--- config.mk ---
export PLATFORM = sky130hd
export DESIGN_NAME = result_packer
export DESIGN_NICKNAME = d
export VERILOG_FILES = /design/src/rtl/result_packer_pkg.sv /design/src/rtl/result_packer_outreg.sv /design/src/rtl/result_packer.sv
export SDC_FILE = /design/constraint.sdc
export NUM_CORES = 1
export LEC_CHECK = 0
export CAP_MARGIN = 5
export CORE_AREA = 2 2 153 304
export DETAILED_ROUTE_END_ITERATION = 16
export DIE_AREA = 0 0 155 306
export GPL_TIMING_DRIVEN = 1
export PLACE_DENSITY = 0.68
export SLEW_MARGIN = 30
export SYNTH_ARGS = -nofsm -noshare
export SYNTH_HDL_FRONTEND = slang
export SYNTH_HIERARCHICAL = 1
export SYNTH_SLANG_ARGS = --single-unit
--- constraint.sdc ---
create_clock -name clk -period 6.9 [get_ports clk]
set_input_delay 1.035 -clock clk [delete_from_list [all_inputs] [get_ports clk]]
set_output_delay 1.035 -clock clk [all_outputs]
set_load 0.01 [all_outputs]
--- src/rtl/result_packer_pkg.sv ---
// Shared types and width defaults for the result packer.
// Consumers: result_packer, result_packer_outreg.
package result_packer_pkg;

  localparam int DATA_WIDTH_DEF = 128;
  localparam int ELEM_WIDTH_DEF = 32;

  function automatic int lanes_of(input int dw, input int ew);
    return dw / ew;
  endfunction

  localparam int LANES_DEF = lanes_of(DATA_WIDTH_DEF, ELEM_WIDTH_DEF);

  typedef enum logic [1:0] {
    IDLE,
    PACK,
    DRAIN,
    DONE
  } state_t;

endpackage

--- src/rtl/result_packer_outreg.sv ---
// Single-entry output register with valid/ready hold.
// Data stays stable while valid is high and ready is low.
module result_packer_outreg
  import result_packer_pkg::*;
#(
  parameter int DATA_WIDTH = DATA_WIDTH_DEF
) (
  input  logic                  clk,
  input  logic                  rst,
  input  logic                  i_load,
  input  logic [DATA_WIDTH-1:0] i_data,
  input  logic                  i_ready,
  output logic                  o_valid,
  output logic [DATA_WIDTH-1:0] o_data,
  output logic                  o_free
);

  logic                  r_valid;
  logic [DATA_WIDTH-1:0] r_data;

  always_ff @(posedge clk) begin
    if (rst) begin
      r_valid <= 1'b0;
      r_data  <= '0;
    end else if (i_load) begin
      r_valid <= 1'b1;
      r_data  <= i_data;
    end else if (i_ready) begin
      r_valid <= 1'b0;
    end
  end

  assign o_valid = r_valid;
  assign o_data  = r_data;
  assign o_free  = !r_valid || i_ready;

endmodule

--- src/rtl/result_packer.sv ---
// Packs ELEM_WIDTH results into DATA_WIDTH beats for the DMA stream.
// Define RESULT_PACKER_RELU_EN to clamp negative elements to zero.
module result_packer
  import result_packer_pkg::*;
#(
  parameter int DATA_WIDTH = DATA_WIDTH_DEF,
  parameter int ELEM_WIDTH = ELEM_WIDTH_DEF
) (
  input  logic                  clk,
  input  logic                  rst,
  input  logic                  start,
  input  logic [31:0]           num_elems,
  input  logic [ELEM_WIDTH-1:0] s_axis_res_tdata,
  input  logic                  s_axis_res_tvalid,
  output logic                  s_axis_res_tready,
  output logic [DATA_WIDTH-1:0] m_axis_write_data_tdata,
  output logic                  m_axis_write_data_tvalid,
  input  logic                  m_axis_write_data_tready,
  output logic                  busy,
  output logic                  done,
  output logic                  start_err
);

  localparam int LANES = lanes_of(DATA_WIDTH, ELEM_WIDTH);
  localparam int LW = (LANES > 1) ? $clog2(LANES) : 1;
  localparam logic [LW-1:0] LAST_LANE = LW'(LANES - 1);

  state_t                r_state;
  state_t                w_next;
  logic [31:0]           r_num;
  logic [31:0]           r_elem_cnt;
  logic [LW-1:0]         r_lane_cnt;
  logic [DATA_WIDTH-1:0] r_asm;
  logic                  r_pend;

  logic [ELEM_WIDTH-1:0] w_elem;
  logic [DATA_WIDTH-1:0] w_beat;
  logic [DATA_WIDTH-1:0] w_load_data;
  logic                  w_hs;
  logic                  w_last;
  logic                  w_cmp;
  logic                  w_free;
  logic                  w_load;
  logic                  w_out_valid;

`ifdef RESULT_PACKER_RELU_EN
  assign w_elem = s_axis_res_tdata[ELEM_WIDTH-1] ? '0 : s_axis_res_tdata;
`else
  assign w_elem = s_axis_res_tdata;
`endif

  assign s_axis_res_tready = (r_state == PACK) && !r_pend;
  assign w_hs   = s_axis_res_tready && s_axis_res_tvalid;
  assign w_last = (r_elem_cnt + 32'd1) == r_num;
  assign w_cmp  = w_hs && (w_last || (r_lane_cnt == LAST_LANE));

  always_comb begin
    w_beat = r_asm;
    w_beat[r_lane_cnt*ELEM_WIDTH +: ELEM_WIDTH] = w_elem;
  end

  // A pending beat lives in r_asm; input is stalled while it waits.
  assign w_load      = w_free && (w_cmp || r_pend);
  assign w_load_data = r_pend ? r_asm : w_beat;

  always_comb begin
    w_next = r_state;
    unique case (r_state)
      IDLE:  if (start) w_next = (num_elems == '0) ? DONE : PACK;
      PACK:  if (w_hs && w_last) w_next = DRAIN;
      DRAIN: begin
        if (!r_pend && w_out_valid && m_axis_write_data_tready)
          w_next = DONE;
      end
      DONE:  w_next = IDLE;
      default: w_next = IDLE;
    endcase
  end

  always_ff @(posedge clk) begin
    if (rst) r_state <= IDLE;
    else     r_state <= w_next;
  end

  always_ff @(posedge clk) begin
    if (rst) begin
      r_num      <= '0;
      r_elem_cnt <= '0;
      r_lane_cnt <= '0;
      r_asm      <= '0;
      r_pend     <= 1'b0;
    end else begin
      if (r_state == IDLE && start && num_elems != '0) begin
        r_num      <= num_elems;
        r_elem_cnt <= '0;
        r_lane_cnt <= '0;
        r_asm      <= '0;
        r_pend     <= 1'b0;
      end
      if (w_hs) begin
        r_elem_cnt <= r_elem_cnt + 32'd1;
        r_lane_cnt <= w_cmp ? '0 : r_lane_cnt + LW'(1);
        if (!w_cmp) begin
          r_asm <= w_beat;
        end else if (w_free) begin
          r_asm <= '0;
        end else begin
          r_asm  <= w_beat;
          r_pend <= 1'b1;
        end
      end else if (r_pend && w_free) begin
        r_pend <= 1'b0;
        r_asm  <= '0;
      end
    end
  end

  result_packer_outreg #(
    .DATA_WIDTH(DATA_WIDTH)
  ) u_outreg (
    .clk    (clk),
    .rst    (rst),
    .i_load (w_load),
    .i_data (w_load_data),
    .i_ready(m_axis_write_data_tready),
    .o_valid(w_out_valid),
    .o_data (m_axis_write_data_tdata),
    .o_free (w_free)
  );

  assign m_axis_write_data_tvalid = w_out_valid;
  assign busy      = (r_state == PACK) || (r_state == DRAIN);
  assign done      = (r_state == DONE);
  assign start_err = start && busy && !rst;

endmodule

==> results.md <==
- Post-route setup TNS: 0 ps
- Cells after Synth: 2,122
- DRT Pass-1 Iters: 6
- DR vias: ~17,000
- Largest net degree at the start of global routing: roughly 220
- Pleak: roughly 0.0066 µW
- Hold Startpoint: r_num[9]$_SDFFE_PP0P_
- Reg-to-reg endpoint: u_outreg/o_data[59]$_SDFFE_PP0P_
- Min-Delay Path Class: register to register
- Wire per inst: roughly 22 µm
- Area delta synth->final: 16.9%
- Num CTS Buffers: 34
- Initial core utilization: 0.396
- Reg-to-reg startpoint: r_elem_cnt[0]$_SDFFE_PP0P_
- Yosys warning count: 6
- I/O pin count: slightly above 200
- Main synth FF type: dfxtp_1
- Compound-Gate Fraction of Synth Area: 0.194
- Gr usage total: 0.249
- Slew headroom: 0.299
- Hold Path End: r_num[9]$_SDFFE_PP0P_
- Length of routed met2 wiring: just over 30,000 µm
- Clock share of power: 0.376
- XOR/XNOR Fraction of Synth Area: 0.0177
- Worst-Margin Slew: 1050 ps
- Multiplexer share of the synthesized area: 0.0754
- WL met3: between 3000 and 4000 µm
- NumNets Final: ~2,200
- ANT nets after route: 0
- Yosys reg bits: about 330
- Switching part of the total power: 0.334
- Number of global-route vias before repair: about 16,000
- Logic gate share of total power: 0.226
- Core footprint: approximately 45,000 µm²
- Ant. Diodes: 0
- Post-CTS Resized: 0
- Leading post-synthesis cells by cell area: dfxtp_1 37%, mux2i_1 7.4%, nor4b_1 6.4%, a22o_1 6.3%, a21oi_1 5.8%
- First-pass GRT wire length: 93,400 µm
- Final Power: approximately 5000 µW
- Post-Route M1 WL: around 22,000 µm
- Crit path cell chain: ha_1, nand3_2, or4_1, nor4b_1, mux2_2, nor4b_2, nand4_4, buf_4, a21oi_4, buf_12, mux2i_1, nor2_1
- Die Height: roughly 310 µm
- Switch Pwr: between 1500 and 2000 µW
- Core Util, Final: 0.463
- Number of flops mapped to enable cells by yosys: 0
- Synth area leader: dfxtp_1
- Max Cap Violations: 0
- Post-synthesis adder-cell area fraction: 0.00843
- FF-to-FF path depth: 12
- Root cell of the clock tree: clkbuf_16
- # port buffers: between 200 and 250
- Sequential fraction of the synthesis area: 0.366
- Unique masters post-synth: between 70 and 80
- CP endpoint kind: register
- Achievable clock frequency: between 200 and 250 MHz
- CTS Hold Bufs: 0
- Final period utilization: 0.702
- Die W: between 150 and 200 µm
- Final hold vios: 0
- Crit Path Category: register to register
- CP max-delay cell: or4_1
- Worst Setup Start Kind: register
- WL final: roughly 61,000 µm
- Worst-path maximum fanout: approximately 70
- Avg Inst Size Synth: roughly 8.4 µm²
- Post-detailed-route via-to-cell ratio: 6.11
- Initial antenna violation count: 0
- Internal: approximately 3300 µW
- Status: completed
- Post-CTS Setup Repair Bufs: 0
- Clock Pin Slew Worst Setup and Hold Paths: ~60 ps
- CTS Sinks: approximately 330
- Detailed-placement wirelength estimate: about 40,000 µm
- # setup viols final: 0
- Min Tclk post-route: just under 5000 ps
- Mapped cell area: ~18,000 µm²
- Yosys top cell area share: 0.366
- Clock insertion delay at the later pin of the skew report: 530 ps
- CTS tree: done
- Seq pwr share: 0.398
- Row count: 110
- Die area: between 40,000 and 50,000 µm²
- Post-synthesis net count: between 2,000 and 2,500
- Slew Viols, Final: 0
- Hold Crit Depth: 2
- Ys async rst share: 0
- CP startpoint: r_elem_cnt[0]$_SDFFE_PP0P_
- Top Metal Used: met4
- R2r setup slk: about 2100 ps
- Simple-gate portion of the synthesized area: 0.260
- Clock skew: between 15 and 20 ps
- H-tree levels: 2
- Clk buf depth: 3
- Power Density: around 240 nW/µm²
- CP Data Required Time: ~7300 ps
- Drt initial violations: 1,182
- RSZ-0062 raised after global routing: false
- Max incr delay on CP: around 700 ps
- Max IR drop VDD: ~0.00023 V
- DR DRC count: 0
- Total grt overflow: 0
- CP arrival: between 5000 and 6000 ps
- Fraction of layout cells with a size suffix above 1: 0.0651
- Largest family of logic cells by synthesized area: simple AND/OR/NAND/NOR gates
- Gp weighted congestion: ~0.93
[per-stage QoR]
stage	instance area (µm²)	cells	worst slack, ps	hold WS (ps)
final	20800	2727	2060	474
after global routing	20800	2727	1720	497
after CTS	20800	2726	2110	473
after detailed placement	19700	2668	2130	464
after global placement	19700	2668	2250	457
after floorplan	17800	2122	2840	448
[routing by layer]
layer	GRT usage	vias to the layer above
li1	-	7765
met1	0.276	8074
met2	0.429	661
met3	0.0355	175
met4	0.184	0
met5	0	-
[critical path: cells and delay by family (launching register included)]
family	cells	cell delay (ps)
simple gates	6	2070
buf+inv	2	780
mux	2	670
flops	1	460
fa+ha+maj	1	300
compound gates	1	300
[synthesized netlist by cell type, types with 19 or more instances]
cell	instances
a21oi_1	208
a22o_1	128
buf_1	34
buf_2	26
clkbuf_1	161
dfxtp_1	326
inv_1	44
mux2i_1	132
nand2_1	98
nand3_1	112
nor2_1	179
nor3b_1	132
nor4_1	19
nor4b_1	130
o21ai_0	64
o21ai_1	79
xnor2_1	26
[kinds of logic after synthesis]
kind of cell    count (synthesis)
flops                         326
xor+xnor                       36
simple gates                  778
compound gates                544
fa+ha+maj                      12
buf+inv                       292
mux                           134
[layout make-up]
type                    count  area [µm²]
well taps                 560         701
multi-input cells        1504       10000
fillers                  4331       24200
clock inverters            12         125
repair buffers            235        2330
clock buffers              46         987
inverters                  44         165
flip-flops and latches    326        6530
[registers in the layout, summed over array words and instances (netlist names)]
name and count:
u_outreg/o_data 128, r_pend 1, r_asm 128, r_state 2, r_num 32, r_elem_cnt 32, u_outreg/o_valid 1, r_lane_cnt 2
[placed cells by master, fill, tap and decap left out, drive strengths merged, types with 8 or more instances in the layout]
| cell | n |
|---|---|
| ha | 12 |
| nor4 | 20 |
| nand2b | 9 |
| nor3b | 132 |
| and3 | 8 |
| dfxtp | 326 |
| a311oi | 8 |
| buf | 35 |
| nor3 | 20 |
| o21ai | 154 |
| a21oi | 208 |
| inv | 47 |
| nand3 | 114 |
| nor2b | 8 |
| nand4 | 18 |
| nor4b | 131 |
| clkbuf | 46 |
| a22o | 128 |
| xor2 | 10 |
| a31oi | 8 |
| nand2 | 98 |
| xnor2 | 26 |
| clkdlybuf4s50 | 200 |
| nor2 | 179 |
| mux2i | 132 |
[worst max path at each step]
| stage | to | slack, ps | depth (start not counted) |
|---|---|---|---|
| 6_report | u_outreg/o_data[59]$_SDFFE_PP0P_ | 2060 | 12 |
| 5_1_grt | u_outreg/o_data[17]$_SDFFE_PP0P_ | 1720 | 12 |
| 4_1_cts | u_outreg/o_data[59]$_SDFFE_PP0P_ | 2110 | 12 |
| 3_5_place_dp | u_outreg/o_data[59]$_SDFFE_PP0P_ | 2130 | 12 |
| 3_3_place_gp | u_outreg/o_data[72]$_SDFFE_PP0P_ | 2250 | 12 |
| 2_1_floorplan | u_outreg/o_data[100]$_SDFFE_PP0P_ | 2840 | 16 |
[power by group through the flow]
stage,Combinational (µW),Clock (µW),Sequential [µW]
after floorplan,749,0,2020
after global placement,1090,0,2040
after detailed placement,1100,0,2040
after CTS,1100,1940,2000
after global routing,1210,2000,2000
final,1130,1890,2000
No activity file was read; power rests on OpenSTA's default activity.
